===== src/rtl/shift_reg8_pkg.sv =====
// Shared constants and helpers for the serial-in / parallel-out shift register.
// The default register width lives here so the RTL and its bench agree on it.
package shift_reg8_pkg;

  localparam int SR_WIDTH = 8;

  // One shift step: the new bit enters the LSB and the old MSB is discarded.
  function automatic logic [SR_WIDTH-1:0] shift_in_lsb(
    input logic [SR_WIDTH-1:0] cur,
    input logic                bit_in
  );
    return {cur[SR_WIDTH-2:0], bit_in};
  endfunction

endpackage


===== src/rtl/shift_reg8.sv =====
// 8-bit serial-in / parallel-out shift register; data[0] holds the newest bit.
// Output comes straight from the flops; synchronous active-high reset wins over shifting.
module shift_reg8
  import shift_reg8_pkg::*;
#(
  parameter int WIDTH = SR_WIDTH
) (
  input  logic             in_data,
  input  logic             reset,
  input  logic             Clk,
  output logic [WIDTH-1:0] data
);

  logic [WIDTH-1:0] data_q;
  logic [WIDTH-1:0] data_d;

  always_comb begin
    data_d = data_q;
    if (reset) begin
      data_d = '0;
    end else begin
      data_d = {data_q[WIDTH-2:0], in_data};
    end
  end

  // No power-up value: the word stays unknown until the first reset edge.
  always_ff @(posedge Clk) begin
    data_q <= data_d;
  end

  assign data = data_q;

endmodule


===== config.mk =====
export PLATFORM = sky130hd
export DESIGN_NAME = shift_reg8
export DESIGN_NICKNAME = d
export VERILOG_FILES = /design/src/rtl/shift_reg8_pkg.sv /design/src/rtl/shift_reg8.sv
export SDC_FILE = /design/constraint.sdc
export NUM_CORES = 1
export LEC_CHECK = 0
export ABC_CLOCK_PERIOD_IN_PS = 800
export CAP_MARGIN = 25
export CORE_AREA = 2 2 39 41
export DETAILED_ROUTE_END_ITERATION = 7
export DIE_AREA = 0 0 41 43
export GPL_ROUTABILITY_DRIVEN = 0
export SLEW_MARGIN = 30
export SYNTH_ARGS = -nofsm -noshare
export SYNTH_HDL_FRONTEND = slang
export SYNTH_SLANG_ARGS = --single-unit

===== constraint.sdc =====
create_clock -name Clk -period 0.8 [get_ports Clk]
set_input_delay 0.08 -clock Clk [delete_from_list [all_inputs] [get_ports Clk]]
set_output_delay 0.08 -clock Clk [all_outputs]
set_load 0.1 [all_outputs]

# Word level (Yosys, flattened, before mapping)
# Cells that the tools add are included.
# Widths: inputs -> output; s select.
# totals
regBits	8
in_bits	3
wordCells	1

# Depth between registers and ports, before layout
# Gate-level depths: netlist of the first run.
# depth
ltp_word	0
ltp_mapped	1
depth_no_buf	1

# Worst setup path after synthesis of the first run
# Ideal clock, no wire load.
# synth_path
kind	register to register
start	reg data_q[0], in the netlist data[0]
end	reg data_q[1], in the netlist data[1]
setup_ns	0.067
arrival_time_ns	1.119
setup_slack_ns	-0.387
stages_incl_launch_ff	2
path_buffers	0
cell_sequence	dfxtp_1 > nor2b_1
# synth_rtl
item	line_no	rtl
start, declared	shift_reg8.sv:14	logic [WIDTH-1:0] data_q;
start signal, assigned	shift_reg8.sv:28	data_q <= data_d;
# No word-level cell between the ends.

# Worst setup path after layout of the first run
# layout_path
start	reg data_q[1], in the netlist data[1]
end	out data[1]
# layout_rtl
item	line_no	rtl
end, declared	shift_reg8.sv:11	output logic [WIDTH-1:0] data
# No word-level cell between the ends.

==> flow_summary.yaml, run 1 <==
pwr:
  p_per_area_nw_per_um2: 1840
  ir_drop_mv: 0.685
  leakage_nw: 0.175
  fin_total_pwr_mw: 0.816
setup_path:
  cp-start-kind: "register"
  cp.required_ns: 0.72
  slowest_stage: "dfxtp_2"
  endpoint: "data[1]"
  worstSetupPathType: "reg -> out"
  cp-end-kind: "output pin"
  cp_top_family: "flip-flops"
  worst-path-buf-inv: 1
  worst-path-max-fanout: 2
  r2r_slack_ns: 0.22
  path_cells: "buf_12"
  crit_start: "data[1]"
  reg2reg_to: "data[7]"
  crit_arrival_ns: 0.77
  reg2reg_depth: 1
  cp.depth: 1
  r2r-start: "data[6]"
  slowest_delay_ns: 0.35
floorplan:
  fp.dieArea_um2: 1760
  ios: 11
  rows: 14
  die_h_um: 43
  dieWidth_um: 41
  initial_core_util_pct: 15.2
  coreArea_um2: 1380
clock_network:
  htree_levels: 1
  cts_buffers: 3
  root_buffer: "clkbuf_4"
  cts_sinks: 8
  cts_resized: 0
  cts.clk_slew.worst_paths_ns: 0.05
  hold_buffers: 0
  cts_tree: "yes"
  post_cts_buffers: 0
  clkLatencyLatePin_ns: 0.24
  cts_max_path_buffers: 2
synth:
  ys_types: 2
  yosysWarnings: 0
  syn-cell-area_um2: 210
  yosysTopAreaCell: "dfxtp_1"
  netlist_instances: 16
  yosysSeqAreaShare_pct: 76.2
  syn-mean-instance-area_um2: 13.1
  synth_fp_nets: 19
  synth_top_area_share_pct: 76.2
  synth.area.top_cells: "dfxtp_1 76%, nor2b_1 24%"
  synth_seq_cells: 8
grt:
  track_usage_pct: 6.15
  antenna_found_initial: 0
  grt_max_degree: 9
  grt_pass1_wl_um: 614
  overflow: 0
  grt_pass1_vias: 146
timing:
  layout_min_cycle_time_ns: 0.849
  worst-slew-pin-transition_ns: 0.271
  setup_tns_ns: -0.329
  setup-violations-final: 8
  slew_violations: 0
  fin_crit_sh_pct: 106
  fin_skew_ns: 0.00239
  fin_ws_ns: -0.0487
  relSlewSlack_pct: 81.8
  hold_viol: 0
  grt_setup_unrepaired: "yes"
  fmax_mhz: 1180
worst_hold_path:
  hold_class: "in -> reg"
route:
  routedWlPerCell_um: 8.58
  vias: 156
  drt_iter0_markers: 3
  vias_per_cell: 3.47
  routed_wl_um: 386
  drcViolationCount: 0
  dr.pass1.iters: 2
  ant_nets: 0
run_status:
  status: "complete, but fails checks"
  violations: "negative setup slack"
finish:
  drive_above_1_share_pct: 65.5
  fin_nets: 34
  syn_to_final_growth_pct: 111
  fillCellCount: 139
  diodes: 0
  largest_reg_flops: 8
placement:
  io_buffers: 10
run:
  drv_cap: 0
power breakdown:
group          internal (mW)  total, mW  switching (mW)
Clock                  0.170      0.289           0.118
Sequential             0.409      0.417         0.00800
Combinational         0.0423      0.110          0.0681
final cells by class:
class | count | area [µm²] | area share [%]
timing repair buffer | 10 | 180 | 40.7
sequential | 8 | 170 | 38.4
multi-input combinational | 8 | 50.0 | 11.3
clock buffer | 3 | 22.5 | 5.08
tap | 16 | 20.0 | 4.52
cells in the mapped netlist:
| cell type | number |
|---|---|
| dfxtp_1 | 8 |
| nor2b_1 | 8 |
cell families after synthesis:
kind of cell / Yosys count / synth area share [%]
flops: 8 / 76.2
simple gates: 8 / 23.8
metal layers:
metal | GRT usage (%) | vias up | part of all wire (%)
met3 | 5.24 | 2 | 15
met5 | 0 | - | 0
met4 | 8.00 | 0 | 2.3
li1 | - | 76 | -
met1 | 6.84 | 67 | 43
met2 | 5.63 | 11 | 39
cell usage in the layout (no fill, tap or decap):
| master | n |
|---|---|
| clkdlybuf4s50_1 | 2 |
| nor2b_1 | 8 |
| buf_12 | 8 |
| clkbuf_4 | 3 |
| dfxtp_2 | 8 |
stage by stage:
step           util (%)  cell area, µm²  instances  setup WS [ns]  hold WS (ns)
6_report           32.0             443         45        -0.0487         0.378
5_1_grt            32.0             443         45        -0.0855         0.392
4_1_cts            32.0             443         45        -0.0596         0.369
3_5_place_dp       30.4             420         42         -0.123         0.481
3_3_place_gp       30.4             420         42         -0.120         0.474
2_1_floorplan         -             220         16        -0.0798         0.144
worst min-delay path by stage:
stage / start / endpoint / slack [ns] / cells after the start
CTS: in_data / data[0] / 0.37 / 2
finish: in_data / data[0] / 0.38 / 2
global placement: data[0] / data[1] / 0.47 / 1
global route: in_data / data[0] / 0.39 / 2
floorplan: reset / data[0] / 0.14 / 1
detailed placement: data[3] / data[4] / 0.48 / 1
No activity file was read; power rests on OpenSTA's default activity.
==> run 2: changes to the inputs <==
--- a/config.mk
+++ b/config.mk
@@ -6,7 +6,7 @@
 export NUM_CORES = 1
 export LEC_CHECK = 0
 export ABC_CLOCK_PERIOD_IN_PS = 800
-export CAP_MARGIN = 25
+export CAP_MARGIN = 20
 export CORE_AREA = 2 2 39 41
 export DETAILED_ROUTE_END_ITERATION = 7
 export DIE_AREA = 0 0 41 43
==> results of run 2 <==
The final DEF is identical to that of run 1; final timing and power are the same.
